--- src/rtl/hazard_sched_pkg.sv ---
// hazard_sched_pkg: shared definitions for the ID-stage hazard scheduler.
//   REG_ADDR_W   - default register index width
//   kind_t       - id_kind encodings (ALU, LOAD, MULDIV, STORE/other)
//   state_t      - scheduler FSM states
//   is_long_latency() - true for instruction kinds tracked by the scoreboard
package hazard_sched_pkg;

   localparam int REG_ADDR_W = 5;

   typedef enum logic [1:0] {
      KIND_ALU    = 2'd0,
      KIND_LOAD   = 2'd1,
      KIND_MULDIV = 2'd2,
      KIND_OTHER  = 2'd3
   } kind_t;

   typedef enum logic [1:0] {
      ST_RUN      = 2'd0,
      ST_MEM_WAIT = 2'd1,
      ST_FLUSH    = 2'd2
   } state_t;

   // Only loads and mul/div produce results later than EX, so only they
   // need a pending-write bit.
   function automatic logic is_long_latency(input logic [1:0] kind);
      return (kind == KIND_LOAD) || (kind == KIND_MULDIV);
   endfunction

endpackage

--- src/rtl/hazard_sched_if.sv ---
// hazard_sched_if: pipeline <-> hazard scheduler signal bundle.
//   master modport: pipeline side (drives ID/EX/MEM/WB status, reads controls)
//   slave modport : scheduler side (reads status, drives stall/flush controls)
interface hazard_sched_if
   import hazard_sched_pkg::*;
#(
   parameter int AW = REG_ADDR_W
);
   localparam int NREG = 1 << AW;

   // ID-stage instruction
   logic            id_valid;
   logic [AW-1:0]   id_rs1;
   logic [AW-1:0]   id_rs2;
   logic            id_rs1_used;
   logic            id_rs2_used;
   logic [AW-1:0]   id_rd;
   logic            id_rd_wen;
   logic [1:0]      id_kind;
   // Later-stage status
   logic            redirect;
   logic            mem_req;
   logic            mem_ready;
   logic            mdu_done;
   logic            wb_valid;
   logic            wb_wen;
   logic [AW-1:0]   wb_rd;
   // Scheduler controls / status
   logic            id_fire;
   logic            stall_pc;
   logic            stall_if_id;
   logic            freeze_ex_mem;
   logic            bubble_id_ex;
   logic            flush_if_id;
   logic [NREG-1:0] sb_busy;
   logic            mdu_busy;
   logic            mem_timeout;

   modport master (
      output id_valid, id_rs1, id_rs2, id_rs1_used, id_rs2_used, id_rd,
             id_rd_wen, id_kind, redirect, mem_req, mem_ready, mdu_done,
             wb_valid, wb_wen, wb_rd,
      input  id_fire, stall_pc, stall_if_id, freeze_ex_mem, bubble_id_ex,
             flush_if_id, sb_busy, mdu_busy, mem_timeout
   );

   modport slave (
      input  id_valid, id_rs1, id_rs2, id_rs1_used, id_rs2_used, id_rd,
             id_rd_wen, id_kind, redirect, mem_req, mem_ready, mdu_done,
             wb_valid, wb_wen, wb_rd,
      output id_fire, stall_pc, stall_if_id, freeze_ex_mem, bubble_id_ex,
             flush_if_id, sb_busy, mdu_busy, mem_timeout
   );

endinterface

--- src/rtl/hazard_sched_reg_scoreboard.sv ---
// hazard_sched_reg_scoreboard: pending-write bit per architectural register.
//   clk, rst          - clock, asynchronous active-high reset
//   set_en, set_idx   - mark a register as awaiting a long-latency result
//   clr_en, clr_idx   - register-file write retires the pending bit
//   rd_idx0..2, hit0..2 - three lookup ports (rs1, rs2, rd)
//   busy              - full pending-bit vector
module hazard_sched_reg_scoreboard
   import hazard_sched_pkg::*;
#(
   parameter int AW = REG_ADDR_W
) (
   input  logic               clk,
   input  logic               rst,
   input  logic               set_en,
   input  logic [AW-1:0]      set_idx,
   input  logic               clr_en,
   input  logic [AW-1:0]      clr_idx,
   input  logic [AW-1:0]      rd_idx0,
   input  logic [AW-1:0]      rd_idx1,
   input  logic [AW-1:0]      rd_idx2,
   output logic               hit0,
   output logic               hit1,
   output logic               hit2,
   output logic [(1<<AW)-1:0] busy
);
   localparam int N = 1 << AW;

   logic [N-1:0] busy_reg;
   logic [N-1:0] busy_next;

   genvar gi;
   generate
      for (gi = 0; gi < N; gi++) begin : g_bit
         if (gi == 0) begin : g_zero
            // x0 is hardwired, so it can never be pending.
            assign busy_next[gi] = 1'b0;
         end else begin : g_reg
            logic set_hit;
            logic clr_hit;
            assign set_hit = set_en && (set_idx == AW'(gi));
            assign clr_hit = clr_en && (clr_idx == AW'(gi));
            // A new writer issuing in the same cycle as an old write retiring
            // must stay pending, so set dominates.
            assign busy_next[gi] = set_hit | (busy_reg[gi] & ~clr_hit);
         end
      end
   endgenerate

   always_ff @(posedge clk or posedge rst) begin
      if (rst) begin
         busy_reg <= '0;
      end else begin
         busy_reg <= busy_next;
      end
   end

   assign hit0 = busy_reg[rd_idx0];
   assign hit1 = busy_reg[rd_idx1];
   assign hit2 = busy_reg[rd_idx2];
   assign busy = busy_reg;

endmodule

--- src/rtl/hazard_sched.sv ---
// hazard_sched: decides each cycle whether the ID instruction issues, stalls
// or is flushed; freezes the back end during data-memory waits.
//   clk, rst - clock, asynchronous active-high reset
//   bus      - hazard_sched_if.slave: ID instruction, redirect, mem handshake,
//              mdu completion, WB write in; issue/stall/freeze/bubble/flush,
//              scoreboard, mdu_busy and mem_timeout out
module hazard_sched
   import hazard_sched_pkg::*;
#(
   parameter int REG_ADDR_WIDTH = REG_ADDR_W,
   parameter int MEM_TIMEOUT    = 255
) (
   input  logic          clk,
   input  logic          rst,
   hazard_sched_if.slave bus
);
   localparam int CNT_W = (MEM_TIMEOUT > 1) ? $clog2(MEM_TIMEOUT) : 1;
   localparam logic [CNT_W-1:0] CNT_LAST = CNT_W'(MEM_TIMEOUT - 1);

   state_t           state_reg, state_next;
   logic [CNT_W-1:0] cnt_reg, cnt_next;
   logic             mdu_busy_reg, mdu_busy_next;
   logic             mem_timeout_reg;

   logic to_hit, freeze, hazard, fire, sb_set;
   logic hit_rs1, hit_rs2, hit_rd;

   hazard_sched_reg_scoreboard #(.AW(REG_ADDR_WIDTH)) u_sb (
      .clk     (clk),
      .rst     (rst),
      .set_en  (sb_set),
      .set_idx (bus.id_rd),
      .clr_en  (bus.wb_valid && bus.wb_wen),
      .clr_idx (bus.wb_rd),
      .rd_idx0 (bus.id_rs1),
      .rd_idx1 (bus.id_rs2),
      .rd_idx2 (bus.id_rd),
      .hit0    (hit_rs1),
      .hit1    (hit_rs2),
      .hit2    (hit_rd),
      .busy    (bus.sb_busy)
   );

   assign to_hit = (state_reg == ST_MEM_WAIT) && (cnt_reg == CNT_LAST);

   // The final timeout cycle is released even without mem_ready.
   assign freeze = ((state_reg == ST_RUN) && bus.mem_req && !bus.mem_ready) ||
                   ((state_reg == ST_MEM_WAIT) && !bus.mem_ready && !to_hit);

   assign hazard = (bus.id_rs1_used && (bus.id_rs1 != '0) && hit_rs1) ||
                   (bus.id_rs2_used && (bus.id_rs2 != '0) && hit_rs2) ||
                   (bus.id_rd_wen   && (bus.id_rd  != '0) && hit_rd)  ||
                   ((bus.id_kind == KIND_MULDIV) && mdu_busy_reg);

   assign fire = bus.id_valid && !freeze && (state_reg != ST_FLUSH) &&
                 !bus.redirect && !hazard;

   assign sb_set = fire && bus.id_rd_wen && (bus.id_rd != '0) &&
                   is_long_latency(bus.id_kind);

   // A redirect wins over a hazard stall: the ID instruction is being
   // discarded anyway, so the front end must be allowed to refetch.
   assign bus.id_fire       = fire;
   assign bus.freeze_ex_mem = freeze;
   assign bus.stall_pc      = freeze || (bus.id_valid && hazard && !bus.redirect);
   assign bus.stall_if_id   = freeze || (bus.id_valid && hazard && !bus.redirect);
   assign bus.bubble_id_ex  = !freeze && !fire;
   assign bus.flush_if_id   = bus.redirect && !freeze;
   assign bus.mdu_busy      = mdu_busy_reg;
   assign bus.mem_timeout   = mem_timeout_reg;

   // Busy through the mdu_done cycle; an issuing mul/div re-arms it.
   assign mdu_busy_next = (fire && (bus.id_kind == KIND_MULDIV)) ||
                          (mdu_busy_reg && !bus.mdu_done);

   always_comb begin
      state_next = state_reg;
      cnt_next   = cnt_reg;
      case (state_reg)
         ST_RUN: begin
            if (freeze) begin
               state_next = ST_MEM_WAIT;
               cnt_next   = '0;
            end else if (bus.redirect) begin
               state_next = ST_FLUSH;
            end
         end
         ST_MEM_WAIT: begin
            if (bus.mem_ready || to_hit) begin
               state_next = ST_RUN;
            end else begin
               cnt_next = cnt_reg + 1'b1;
            end
         end
         ST_FLUSH: begin
            // One refill bubble, then back to normal issue.
            state_next = ST_RUN;
         end
         default: begin
            state_next = ST_RUN;
         end
      endcase
   end

   always_ff @(posedge clk or posedge rst) begin
      if (rst) begin
         state_reg       <= ST_RUN;
         cnt_reg         <= '0;
         mdu_busy_reg    <= 1'b0;
         mem_timeout_reg <= 1'b0;
      end else begin
         state_reg       <= state_next;
         cnt_reg         <= cnt_next;
         mdu_busy_reg    <= mdu_busy_next;
         // mem_ready arriving on the last allowed cycle is a normal completion.
         mem_timeout_reg <= to_hit && !bus.mem_ready;
      end
   end

endmodule

--- src/flat_wrapper.sv ---
// flat-port wrapper written by rule: the top's interface ports become plain ports
module hazard_sched_flat import hazard_sched_pkg::*;
#(
   parameter int REG_ADDR_WIDTH = REG_ADDR_W,
   parameter int MEM_TIMEOUT    = 255
)
  (clk, rst, bus_id_valid, bus_id_rs1, bus_id_rs2, bus_id_rs1_used, bus_id_rs2_used, bus_id_rd, bus_id_rd_wen, bus_id_kind, bus_redirect, bus_mem_req, bus_mem_ready, bus_mdu_done, bus_wb_valid, bus_wb_wen, bus_wb_rd, bus_id_fire, bus_stall_pc, bus_stall_if_id, bus_freeze_ex_mem, bus_bubble_id_ex, bus_flush_if_id, bus_sb_busy, bus_mdu_busy, bus_mem_timeout);
  hazard_sched_if bus_i ();
  input  logic clk;
  input  logic rst;
  input wire logic [$bits(bus_i.id_valid)-1:0] bus_id_valid;
  input wire logic [$bits(bus_i.id_rs1)-1:0] bus_id_rs1;
  input wire logic [$bits(bus_i.id_rs2)-1:0] bus_id_rs2;
  input wire logic [$bits(bus_i.id_rs1_used)-1:0] bus_id_rs1_used;
  input wire logic [$bits(bus_i.id_rs2_used)-1:0] bus_id_rs2_used;
  input wire logic [$bits(bus_i.id_rd)-1:0] bus_id_rd;
  input wire logic [$bits(bus_i.id_rd_wen)-1:0] bus_id_rd_wen;
  input wire logic [$bits(bus_i.id_kind)-1:0] bus_id_kind;
  input wire logic [$bits(bus_i.redirect)-1:0] bus_redirect;
  input wire logic [$bits(bus_i.mem_req)-1:0] bus_mem_req;
  input wire logic [$bits(bus_i.mem_ready)-1:0] bus_mem_ready;
  input wire logic [$bits(bus_i.mdu_done)-1:0] bus_mdu_done;
  input wire logic [$bits(bus_i.wb_valid)-1:0] bus_wb_valid;
  input wire logic [$bits(bus_i.wb_wen)-1:0] bus_wb_wen;
  input wire logic [$bits(bus_i.wb_rd)-1:0] bus_wb_rd;
  output wire logic [$bits(bus_i.id_fire)-1:0] bus_id_fire;
  output wire logic [$bits(bus_i.stall_pc)-1:0] bus_stall_pc;
  output wire logic [$bits(bus_i.stall_if_id)-1:0] bus_stall_if_id;
  output wire logic [$bits(bus_i.freeze_ex_mem)-1:0] bus_freeze_ex_mem;
  output wire logic [$bits(bus_i.bubble_id_ex)-1:0] bus_bubble_id_ex;
  output wire logic [$bits(bus_i.flush_if_id)-1:0] bus_flush_if_id;
  output wire logic [$bits(bus_i.sb_busy)-1:0] bus_sb_busy;
  output wire logic [$bits(bus_i.mdu_busy)-1:0] bus_mdu_busy;
  output wire logic [$bits(bus_i.mem_timeout)-1:0] bus_mem_timeout;
  assign bus_i.id_valid = bus_id_valid;
  assign bus_i.id_rs1 = bus_id_rs1;
  assign bus_i.id_rs2 = bus_id_rs2;
  assign bus_i.id_rs1_used = bus_id_rs1_used;
  assign bus_i.id_rs2_used = bus_id_rs2_used;
  assign bus_i.id_rd = bus_id_rd;
  assign bus_i.id_rd_wen = bus_id_rd_wen;
  assign bus_i.id_kind = bus_id_kind;
  assign bus_i.redirect = bus_redirect;
  assign bus_i.mem_req = bus_mem_req;
  assign bus_i.mem_ready = bus_mem_ready;
  assign bus_i.mdu_done = bus_mdu_done;
  assign bus_i.wb_valid = bus_wb_valid;
  assign bus_i.wb_wen = bus_wb_wen;
  assign bus_i.wb_rd = bus_wb_rd;
  assign bus_id_fire = bus_i.id_fire;
  assign bus_stall_pc = bus_i.stall_pc;
  assign bus_stall_if_id = bus_i.stall_if_id;
  assign bus_freeze_ex_mem = bus_i.freeze_ex_mem;
  assign bus_bubble_id_ex = bus_i.bubble_id_ex;
  assign bus_flush_if_id = bus_i.flush_if_id;
  assign bus_sb_busy = bus_i.sb_busy;
  assign bus_mdu_busy = bus_i.mdu_busy;
  assign bus_mem_timeout = bus_i.mem_timeout;
  hazard_sched #(.REG_ADDR_WIDTH(REG_ADDR_WIDTH), .MEM_TIMEOUT(MEM_TIMEOUT)) u_core (.clk(clk), .rst(rst), .bus(bus_i));
endmodule
--- config.mk ---
export PLATFORM = sky130hd
export DESIGN_NAME = hazard_sched_flat
export DESIGN_NICKNAME = d
export VERILOG_FILES = /design/src/rtl/hazard_sched_pkg.sv /design/src/rtl/hazard_sched_if.sv /design/src/rtl/hazard_sched_reg_scoreboard.sv /design/src/rtl/hazard_sched.sv /design/src/flat_wrapper.sv
export SDC_FILE = /design/constraint.sdc
export NUM_CORES = 1
export LEC_CHECK = 0
export ABC_CLOCK_PERIOD_IN_PS = 5500
export BUFFER_PORTS_ARGS = -buffer_cell sky130_fd_sc_hd__buf_2
export CAP_MARGIN = 20
export CORE_UTILIZATION = 45
export CTS_CLUSTER_DIAMETER = 50
export DETAILED_ROUTE_END_ITERATION = 6
export GPL_ROUTABILITY_DRIVEN = 0
export PLACE_DENSITY_LB_ADDON = 0.05
export SETUP_SLACK_MARGIN = 0.3
export SLEW_MARGIN = 30
export SYNTH_ARGS = -nofsm -noshare
export SYNTH_HDL_FRONTEND = slang
export SYNTH_SLANG_ARGS = --single-unit
--- constraint.sdc ---
create_clock -name clk -period 5.5 [get_ports clk]
set_input_delay 0.275 -clock clk [delete_from_list [all_inputs] [get_ports clk]]
set_output_delay 0.275 -clock clk [all_outputs]
set_load 0.02 [all_outputs]
==> impl_metrics.tcl <==
set metrics [dict create \
    status "finished clean" \
    min_period_over_period_pct 51.5 \
    finalHoldViolCount 0 \
    required_ns 5.22 \
    grt_use_total_pct 28.2 \
    cp-end-kind "output pin" \
    grt_overflow_total 0 \
    slowest_stage "nor2b_1" \
    ir_drop_v 0.000115 \
    clk_pin_slew_worst_paths_ns 0.08 \
    portBuffers 72 \
    async_flop_share_pct 100 \
    path_cells "and4_1 -> a41o_1 -> nor2b_1 -> clkinv_1 -> nor2_1 -> a32oi_1 -> buf_2" \
    synth_top_area_share_pct 33.6 \
    grt_pass1_vias 2981 \
    period_needed_ns 2.83 \
    worst-path-buf-inv 2 \
    postRouteWirelength_um 10200 \
    r2r_cells 7 \
    p_sw_share_pct 32.2 \
    synth-main-ff-cell "dfrtp_1" \
    critical_path_class "flip-flop to output pin" \
    dieArea_um2 7460 \
    cts_buffers 5 \
    via_per_inst 6.18 \
    syn_area_per_cell_um2 8.61 \
    tightest_slew_ns 0.640 \
    sequentialPowerShare_pct 44.6 \
    setup_slack_ns 2.67 \
    antenna_found_initial 0 \
    clock_skew_ns 0.00550 \
    rsz0062_at_grt "no" \
    synth_top_area_cell "dfrtp_1" \
    reg2reg_slack_ns 2.98 \
    cts_tree "done" \
    wl_per_cell_um 19.3 \
    largest_reg_flops 31 \
    cts-root-buf "clkbuf_8" \
    drive_gt1_share_pct 26.3 \
    startpoint_type "flip-flop" \
    tns_ns 0 \
    ys_ff_latch 43 \
    yosysSeqAreaShare_pct 33.6 \
    p_int_uw 548 \
    drtIter0Drc 379 \
    p_leak_uw 0.00162 \
    pre_cts_ws_ns 2.61 \
    io_pins 74 \
    cpPeakStageDelay_ns 0.47 \
    arrival_ns 2.56 \
    worst-path-max-fanout 9 \
    worst-path-stages 7 \
    yosys_warnings 0 \
    antenna_cells 0 \
    synth_area_leaders "dfrtp_1 (34%), mux4_2 (12%), o21ai_0 (10%)" \
    ctsResizeCount 0 \
    dr.pass1.iters 5 \
    htreeDepth 2 \
    synth_edf_count 0 \
    syn-instance-count 372 \
    hp-class "primary input to async pin" \
    cts.sinks 43 \
    drv_slew 0 \
    maxSlewHeadroom_pct 57.4 \
    synth_nets 409 \
    cts_buffer_depth 2 \
    fin_cells 529 \
    p_sw_uw 260 \
    comb_power_share_pct 23.2 \
    grt_max_degree 44 \
    grt_pass1_wl_um 16000 \
    hold_buffers 0 \
    clkLatencyLatePin_ns 0.30 \
    setup_viol 0 \
    coreArea_um2 6830 \
    ant_nets 0 \
    max_freq_ghz 0.353 \
    power_density_nw_per_um2 215 \
    drc 0 \
    die_y_um 86.4 \
    critPathTopFamily "simple AND/OR/NAND/NOR gates" \
    syn_area_um2 3200 \
    dieWidth_um 86.4 \
    clkPwrFrac_pct 32.2 \
    syn2layout_area_growth_pct 17.0 \
    drv_cap 0 \
    detailed_place_hpwl_um 7440 \
    start_util_pct 46.9 \
    vias 3268 \
    cts_setup_buffers 0 \
    power_uw 807 \
    fin_util_pct 54.9 \
    synth_cell_type_count 54 \
    dp.cells 520 \
    rows 30 \
    layout.nets 469 \
]
==> synth_stat cells (2+ instances only) <==
| cell | number |
|---|---|
| o21ai_0 | 64 |
| nand2_1 | 55 |
| dfrtp_1 | 43 |
| nor2_1 | 22 |
| mux4_2 | 17 |
| clkbuf_1 | 16 |
| nand3_1 | 16 |
| nor3_1 | 14 |
| nor4_1 | 14 |
| nand2b_1 | 9 |
| inv_1 | 8 |
| nor2b_1 | 8 |
| nand4_1 | 7 |
| mux2_2 | 6 |
| mux2i_1 | 6 |
| xor2_1 | 6 |
| and3_1 | 4 |
| buf_2 | 4 |
| nand3b_1 | 4 |
| a31oi_1 | 3 |
| and2_1 | 3 |
| ha_1 | 3 |
| o22ai_1 | 3 |
| a21oi_1 | 2 |
| buf_4 | 2 |
| nor4b_1 | 2 |
| o21ai_1 | 2 |
| o221ai_1 | 2 |
| or4_1 | 2 |
==> layout make-up <==
type                            count  area (um^2)
Clock buffer                        6         82.6
Fill cell                         675         3080
Inverter                            9         33.8
Timing Repair Buffer               77          409
Tap cell                           96          120
Clock inverter                      2         35.0
Multi-Input combinational cell    296         1990
Sequential cell                    43         1080
==> metal layers <==
layer	up-vias	wire (um)	track usage, %
li1	1498	-	-
met1	1562	4690	42.3
met2	185	4480	42.2
met3	23	821	3.71
met4	0	222	9.24
met5	-	0	0
==> power by group through the flow <==
stage	combinational, uW	sequential (uW)	clock (uW)
after floorplan	113	369	0
after global placement	181	365	0
after detailed placement	185	365	0
after CTS	185	359	263
after global routing	204	364	275
final	187	360	260
==> logic make-up (layout without fill, tap and decap cells) <==
| logic type | Yosys count | in the layout | synth area share (%) |
|---|---|---|---|
| compound gates | 89 | 89 | 16.5 |
| xor+xnor | 6 | 6 | 1.64 |
| fa+ha+maj | 3 | 3 | 1.17 |
| buf+inv | 33 | 94 | 4.49 |
| flops | 43 | 43 | 33.6 |
| mux | 30 | 30 | 16.3 |
| other cells | 1 | 1 | 0.117 |
| simple gates | 167 | 167 | 26.2 |
==> through the flow <==
step	cell area (um^2)	hold slack (ns)
floorplan	3200	0.374
global placement	3600	0.439
detailed placement	3610	0.443
CTS	3730	0.119
global route	3750	0.150
finish	3750	0.0923
==> tightest hold or removal path: stages <==
cell and delay, ns:
buf_2 0.10, clkinv_1 0.03, buf_4 0.45
==> final timing paths <==
kind	end	startpoint
hold / removal	u_core.cnt_reg[4]	rst
setup / recovery	bus_stall_if_id	u_core.cnt_reg[2]
max in group asynchronous	u_core.u_sb.busy[24]	rst
setup reg to reg	u_core.u_sb.busy[5]	u_core.u_sb.busy[2]
hold reg to reg	u_core.cnt_reg[5]	u_core.cnt_reg[5]
min in group clk	u_core.bus.mdu_busy	bus_mdu_done
==> layout by cell type, fill, tap and decap left out, types with 2 or more instances in the layout <==
cell type / synthesis / routed
o221ai_1: 2 / 2
nor4b_1: 2 / 2
nand3b_1: 4 / 4
a31oi_1: 3 / 3
mux4_2: 17 / 17
clkbuf_8: 0 / 6
nor2b_1: 8 / 8
mux2_2: 6 / 6
or4_1: 2 / 2
buf_4: 2 / 3
nor4_1: 14 / 14
and3_1: 4 / 4
buf_2: 4 / 72
nand3_1: 16 / 16
nand2_1: 55 / 55
xor2_1: 6 / 6
a21oi_1: 2 / 2
dfrtp_1: 43 / 43
o21ai_0: 64 / 64
nand2b_1: 9 / 9
inv_1: 8 / 7
nand4_1: 7 / 7
ha_1: 3 / 3
nor2_1: 22 / 22
o22ai_1: 3 / 3
mux2i_1: 6 / 6
nor3_1: 14 / 13
and2_1: 3 / 3
clkinv_1: 1 / 2
Note: power is estimated with default switching activity, not from simulation.
